## config.mk

```make
export PLATFORM = sky130hd
export DESIGN_NAME = uart_rx_fifo
export DESIGN_NICKNAME = d
export VERILOG_FILES = /design/src/rtl/uart_rx_fifo.sv
export SDC_FILE = /design/constraint.sdc
export NUM_CORES = 1
export LEC_CHECK = 0
export BUFFER_PORTS_ARGS = -buffer_cell sky130_fd_sc_hd__buf_2
export CORE_AREA = 2 2 106 108
export CTS_BUF_LIST = sky130_fd_sc_hd__clkbuf_16
export CTS_CLUSTER_DIAMETER = 50
export DETAILED_ROUTE_END_ITERATION = 7
export DIE_AREA = 0 0 108 110
export GPL_TIMING_DRIVEN = 0
export PLACE_DENSITY = 0.78
export SYNTH_ARGS = -nofsm -noshare
export SYNTH_HDL_FRONTEND = slang
export SYNTH_SLANG_ARGS = --single-unit
```

## constraint.sdc

```tcl
create_clock -name clock -period 2.5 [get_ports clock]
set_input_delay 0.375 -clock clock [delete_from_list [all_inputs] [get_ports clock]]
set_output_delay 0.375 -clock clock [all_outputs]
set_load 0.02 [all_outputs]
```

## src/rtl/uart_rx_fifo.sv

```systemverilog
// uart_rx_fifo: receive-side FWFT word buffer sitting behind uart_rx.
// Captures each rx_ready strobe into a circular register FIFO, presents the
// head word on a valid/ready handshake and back-pressures uart_rx when full.
// Optional feature macro: UART_RX_FIFO_OVERFLOW_EN adds a sticky overflow
// flag, a saturating 8-bit drop counter and a synchronous clear input.
// depth must be a power of two and at least 2 so the pointers wrap naturally.
module uart_rx_fifo #(
    parameter int unsigned width = 8,
    parameter int unsigned depth = 16
) (
    input  logic                     clock,
    input  logic                     resetn,
    input  logic                     rx_ready,
    input  logic [width-1:0]         rx_data,
    output logic                     rx_can_receive_next_word,
    output logic                     out_valid,
    output logic [width-1:0]         out_data,
    input  logic                     out_ready,
    output logic [$clog2(depth):0]   level
`ifdef UART_RX_FIFO_OVERFLOW_EN
    ,
    output logic                     overflow,
    output logic [7:0]               drop_count,
    input  logic                     overflow_clear
`endif
);

    localparam int unsigned AW = $clog2(depth);
    localparam int unsigned LW = AW + 1;

    logic [width-1:0] r_mem [depth];
    logic [AW-1:0]    r_wr_ptr;
    logic [AW-1:0]    r_rd_ptr;
    logic [LW-1:0]    r_level;

    logic w_full;
    logic w_empty;
    logic w_pop;
    logic w_push;

    // Handshake qualifiers; a full FIFO still accepts a word when it pops.
    always_comb begin
        w_full  = (r_level == LW'(depth));
        w_empty = (r_level == LW'(0));
        w_pop   = !w_empty && out_ready;
        w_push  = rx_ready && (!w_full || w_pop);
    end

    assign rx_can_receive_next_word = !w_full;
    assign out_valid                = !w_empty;
    assign out_data                 = r_mem[r_rd_ptr];
    assign level                    = r_level;

    // Storage array; contents are intentionally left unreset.
    always_ff @(posedge clock) begin
        if (w_push) begin
            r_mem[r_wr_ptr] <= rx_data;
        end
    end

    // Pointer and occupancy bookkeeping.
    always_ff @(posedge clock or negedge resetn) begin
        if (!resetn) begin
            r_wr_ptr <= '0;
            r_rd_ptr <= '0;
            r_level  <= '0;
        end else begin
            if (w_push) begin
                r_wr_ptr <= r_wr_ptr + AW'(1);
            end
            if (w_pop) begin
                r_rd_ptr <= r_rd_ptr + AW'(1);
            end
            if (w_push && !w_pop) begin
                r_level <= r_level + LW'(1);
            end else if (w_pop && !w_push) begin
                r_level <= r_level - LW'(1);
            end
        end
    end

`ifdef UART_RX_FIFO_OVERFLOW_EN
    logic       w_drop;
    logic       r_overflow;
    logic [7:0] r_drop_count;

    assign w_drop     = rx_ready && w_full && !w_pop;
    assign overflow   = r_overflow;
    assign drop_count = r_drop_count;

    // Lost-word tracking; a drop coinciding with a clear counts as the first.
    always_ff @(posedge clock or negedge resetn) begin
        if (!resetn) begin
            r_overflow   <= 1'b0;
            r_drop_count <= 8'd0;
        end else if (overflow_clear) begin
            r_overflow   <= w_drop;
            r_drop_count <= w_drop ? 8'd1 : 8'd0;
        end else if (w_drop) begin
            r_overflow <= 1'b1;
            if (r_drop_count != 8'hFF) begin
                r_drop_count <= r_drop_count + 8'd1;
            end
        end
    end
`endif

endmodule

```

## Yosys cells after proc, flatten, opt, wreduce, memory -nomap -nowiden

Memories as Yosys holds them, arrays and structs flattened.
Cells that the tools add are included.

- Latch bits: 0
- Input port bits: 12
- Output and inout bits: 15
- Bits in read-only memories: 0
- Bits in registers: 13
- Logic and storage cells: 24
- Memories kept: 1
- Memory bits (writable): 128

Memory list:

| name | depth | width | rd ports | clocked after memory_dff | wr ports | RTL line | source |
|---|---|---|---|---|---|---|---|
| r_mem | 16 | 8 | 1 | 0 | 1 | 31 | `logic [width-1:0] r_mem [depth];` |

- Reduce and logical (&&, ||, !) cells: 11
- Div/mod/pow operators: 0
- $add $sub $neg: 4
- Shifts and indexed selects: 0
- $lt $le $gt $ge: 0
- Eq/ne operators: 1
- Bitwise operators: 0
- $mul: 0
- Multiplexer cells: 4

Operators by type and width:

| kind | count |
|---|---|
| 5-bit two-way mux | 2 |
| 4-bit by 1-bit adder with 4-bit output (second input constant) | 2 |
| 5-bit by 1-bit adder with 5-bit output (second input constant) | 1 |
| 5-bit equality test (second input constant) | 1 |
| 5-bit logical NOT | 1 |
| 5-bit by 1-bit subtractor with 5-bit output (second input constant) | 1 |
| 1-bit logical AND | 4 |
| 1-bit logical NOT | 4 |
| 1-bit two-way mux | 2 |
| 2-bit nonzero test | 1 |
| 1-bit logical OR | 1 |

## Longest topological paths before layout

- Word-level depth: 9
- Gate-level depth with buffers: 10
- Depth with buffers taken out: 10

## Worst setup path after synthesis

OpenSTA, ideal clock, no wires.

- Path kind: reg2reg
- Start: register r_level[0], in the netlist level[0]
- End: register r_level[4], in the netlist level[4]
- Clock period less this slack: 2,714 ps
- Setup slack: -214 ps
- Buffers on the path: 0
- Cell stages (with the launch flop): 11
- Data required time: 2,419 ps
- Setup time: 81 ps
- Arrival: 2,633 ps
- Cells stage by stage: dfrtp_1 nor4_4 nand2b_1 nand2_1 ha_1 inv_1 fa_1 a21o_1 a21oi_1 mux2i_1 xnor2_1

- Cells in the longest elaborated chain, start to end: 8
- Elaborated cells between the ends (all ways): 16
- Those cells by class: add/sub (2); eq/ne (1); mux (2); reduce/logical (11)

RTL lines:

| what | RTL line | source |
|---|---|---|
| from (decl) | 34 | `logic [LW-1:0] r_level;` |
| from (signal assigned) | 75 | `r_level <= r_level + LW'(1);` |
| from (signal assigned) | 77 | `r_level <= r_level - LW'(1);` |
| 5-bit logical NOT (*) | 44 | `w_empty = (r_level == LW'(0));` |
| 1-bit logical NOT (*) | - |  |
| named net out_valid | 16 | `output logic out_valid,` |
| 1-bit logical AND (*) | 45 | `w_pop = !w_empty && out_ready;` |
| 1-bit logical OR | 46 | `w_push = rx_ready && (!w_full \|\| w_pop);` |
| 1-bit logical AND | 46 |  |
| 1-bit logical NOT | 76 | `end else if (w_pop && !w_push) begin` |
| 1-bit logical AND | 76 |  |
| 2-bit nonzero test (no source line) | - |  |

The timed path passes the listed nets; every way through them passes the cells marked *. The select of a mux whose other input is x is not followed.
A chain may end at the register's enable or synchronous reset.

## Worst setup path after layout

- Start: register r_rd_ptr[1]
- End: output port out_data[2]

- Cells in the longest elaborated chain, start to end: 1

RTL lines:

| what | RTL line | source |
|---|---|---|
| from (decl) | 33 | `logic [AW-1:0] r_rd_ptr;` |
| from (signal assigned) | 72 | `r_rd_ptr <= r_rd_ptr + AW'(1);` |
| memory 16 x 8 bit | - |  |
| to (decl) | 17 | `output logic [width-1:0] out_data,` |

Every way passes these cells.

==> impl_metrics.py <==
metrics = {
    "floorplan": {
        "dieWidth_um": 108,
        "start_util": 0.539,
        "dieArea_mm2": 0.0119,
        "io_pins": 27,
        "std_cell_rows": 38,
        "die_h_um": 110,
        "core_mm2": 0.0107,
    },
    "synth": {
        "synth_cell_type_count": 32,
        "synth.area.top_cells": "edfxtp_1 67%, mux4_2 6.2%, mux2i_1 5.7%",
        "synth_largest_area_cell": "edfxtp_1",
        "yosysSeqAreaShare": 0.723,
        "synth_mux_area_frac": 0.124,
        "syn-num-nets": 342,
        "ys.flop_type": "edfxtp_1",
        "yosysWarnings": 0,
        "synth_enable_flop_cells": 128,
        "synthAdderAreaFrac": 0.0230,
        "synth-compound-area-share": 0.0518,
        "synth-xor-area-share": 0.0152,
        "synth_top_cells_by_count": "128 x edfxtp_1, 33 x mux2i_1, 18 x nand2_1",
        "synth-seq-cells": 141,
        "synth_top_area_share": 0.666,
        "synth_cells": 320,
        "synthSimpleGateAreaFrac": 0.0369,
        "synth_most_common_cell": "edfxtp_1",
        "synthArstFlopShare": 0.0922,
        "synth_top_family_by_area": "multiplexers",
        "syn-cell-area_mm2": 0.00577,
        "syn_avg_cell_area_um2": 18.0,
    },
    "sta": {
        "hold_viol_final": 0,
        "setup_viol": 3,
        "fin_ws_ps": -136,
        "rsz0062_at_grt": "yes",
        "timing.final.crit_period_ps": 2640,
        "final-max-slew-violation-count": 0,
        "period_share": 1.05,
        "skew_ps": 5.54,
        "whs_ps": 294,
        "worst_slew_pin_slew_ps": 873,
        "max_freq_ghz": 0.379,
        "slew_headroom": 0.416,
    },
    "clock_tree": {
        "cts_sinks": 141,
        "htreeDepth": 4,
        "cts_buffer_depth": 2,
        "clk_pin_slew_ps": 60,
        "cts_tree": "built",
        "cts_root_buf": "clkbuf_16",
        "cts_buffers": 17,
        "clock_latency_ps": 420,
    },
    "routing": {
        "route.detailed.drc": 0,
        "viasPerCell": 5.96,
        "dr.pass1.iters": 5,
        "wl_met2_mm": 6.62,
        "wl_mm": 12.8,
        "top_layer": "met4",
        "vias": 3172,
        "ant_nets": 0,
        "wl_met1_mm": 4.85,
        "wl_met3_um": 861,
        "first_iter_violations": 378,
        "avgRoutedWirePerCell_um": 24.1,
    },
    "power": {
        "p_per_area_mw_per_mm2": 1300,
        "irDropWorstVdd_mv": 0.573,
        "p_leak_uw": 0.00253,
    },
    "worst_setup_path": {
        "max_stage_delay_ps": 390,
        "crit_start": "r_rd_ptr[1]$_DFFE_PN0P_",
        "cp_max_fo": 10,
        "crit_slowest_cell": "dfrtp_1",
        "crit_family": "buffers and inverters",
        "reg2reg_from": "level[0]$_DFFE_PN0P_",
        "cp_common_cell": "buf_4",
        "worst_ep_required_time_ps": 2120,
        "end_kind": "output pin",
        "cp.buffers_inverters": 4,
        "arrival_ps": 2260,
        "cp_cell_sequence": "buf_6 > nor2b_1 > buf_4 > buf_12 > a221oi_4 > o21ai_0 > nand2_1 > buf_4",
        "critical_path_class": "reg -> out",
        "crit_path_start_kind": "flip-flop",
    },
    "place": {
        "post-place-cells": 486,
        "dp.final_hpwl_mm": 7.27,
        "post_dp_cell_area_mm2": 0.00609,
        "pre_cts_slack_ps": -192,
        "gp_congestion": 0.812,
        "io_buffer_count": 26,
    },
    "finish": {
        "area_growth_pct": 24.8,
        "utilization": 0.673,
        "stdcell_count": 532,
        "fin_area_mm2": 0.00720,
        "drive_gt1_frac": 0.367,
        "fin_nets": 402,
        "diodes": 0,
        "n_fill_cell": 664,
    },
    "global_route": {
        "grtUsageTotal": 0.220,
        "grt_first_pass_wirelength_mm": 18.1,
        "grt_pass1_vias": 3181,
        "overflow": 0,
        "grt_max_degree": 17,
        "antenna_found_initial": 0,
    },
    "job": {
        "cap_viol_max_count": 0,
    },
    "outcome": {
        "status": "finished with violations",
        "violations": "setup timing",
    },
    "min_path": {
        "hold_class": "in -> reg",
        "min_from": "out_ready",
    },
}
-- flip-flops by register name, indices dropped and copies added (netlist names) --
| name | flops |
|---|---|
| r_mem | 128 |
| r_rd_ptr | 4 |
| r_wr_ptr | 4 |
| level | 5 |
-- logic make-up (layout without fill, tap and decap cells) --
family	count (synthesis)	count (layout)
mux	51	51
fa+ha+maj	10	10
flops	141	141
buf+inv	23	95
xor+xnor	10	10
compound gates	40	40
simple gates	45	45
-- worst reg2reg max path, delay by kind of cell, from the launching register on --
family / cells / cell delay (ps)
buf+inv: 2 / 230
mux: 1 / 230
flops: 1 / 440
fa+ha+maj: 2 / 510
compound gates: 2 / 310
xor+xnor: 1 / 150
simple gates: 3 / 440
-- stage by stage --
| stage | TNS [ps] | total power (µW) |
|---|---|---|
| 2_1_floorplan | 0 | 5120 |
| 6_report | -202 | 9380 |
| 4_1_cts | -129 | 8830 |
| 3_5_place_dp | -5760 | 5940 |
| 5_1_grt | -481 | 9720 |
| 3_3_place_gp | -5260 | 5860 |
-- final timing paths --
| check | endpoint | slack, ps | cells past startpoint |
|---|---|---|---|
| setup / recovery | out_data[2] | -140 | 8 |
| hold / removal | r_rd_ptr[2]$_DFFE_PN0P_ | 290 | 3 |
| setup reg to reg | level[4]$_DFFE_PN0P_ | 80 | 11 |
| hold reg to reg | r_wr_ptr[3]$_DFFE_PN0P_ | 610 | 2 |
| max in group asynchronous | level[0]$_DFFE_PN0P_ | 1880 | 2 |
| min in group asynchronous | level[3]$_DFFE_PN0P_ | 370 | 2 |
-- timing repair --
action,CTS,global route
pin swaps,4,17
hold buffers,1,0
cloned,0,1
hold endpoints to repair,13,0
buffers inserted,4,12
gates resized for setup,35,39
setup endpoints to repair,41,10
-- metal layers --
layer | global-route usage | up-vias
li1 | - | 1396
met1 | 0.263 | 1593
met2 | 0.359 | 142
met3 | 0.0653 | 41
met4 | 0.125 | 0
met5 | 0 | -
-- layout make-up --
| cell class | instances | area, µm² | share of cell area |
|---|---|---|---|
| clock inverters | 14 | 154 | 0.0214 |
| flip-flops and latches | 141 | 4170 | 0.580 |
| inverters | 6 | 28.8 | 0.00400 |
| multi-input cells | 156 | 1760 | 0.245 |
| plain buffers | 14 | 166 | 0.0231 |
| well taps | 140 | 175 | 0.0243 |
| clock buffers | 17 | 425 | 0.0591 |
| repair buffers | 44 | 315 | 0.0438 |
-- layout by cell type (no fill, tap or decap), drive strengths merged --
master / netlist / routed
fa: 1 / 1
clkinv: 0 / 6
nand4: 2 / 2
dfrtp: 13 / 13
a31oi: 1 / 1
xor2: 1 / 1
inv: 6 / 8
nand3: 1 / 1
a221oi: 16 / 16
mux2: 2 / 2
nand2: 18 / 18
clkinvlp: 0 / 3
clkbuf: 3 / 19
nor2: 14 / 14
xnor2: 9 / 9
bufinv: 0 / 3
a21o: 2 / 2
nor4: 1 / 1
dlygate4sd3: 0 / 1
a22oi: 8 / 8
ha: 9 / 9
mux4: 16 / 16
and2: 1 / 1
edfxtp: 128 / 128
nor2b: 1 / 1
mux2i: 33 / 33
a21oi: 2 / 2
nand2b: 3 / 3
buf: 14 / 55
o21ai: 11 / 11
nor3: 4 / 4
-- power by group --
group | internal (µW) | total [µW] | switching, µW
clock network | 1550 | 2470 | 923
logic | 1680 | 3790 | 2110
registers | 2910 | 3120 | 208
total | 6140 | 9380 | 3240
(Power assumes the default switching activity.)
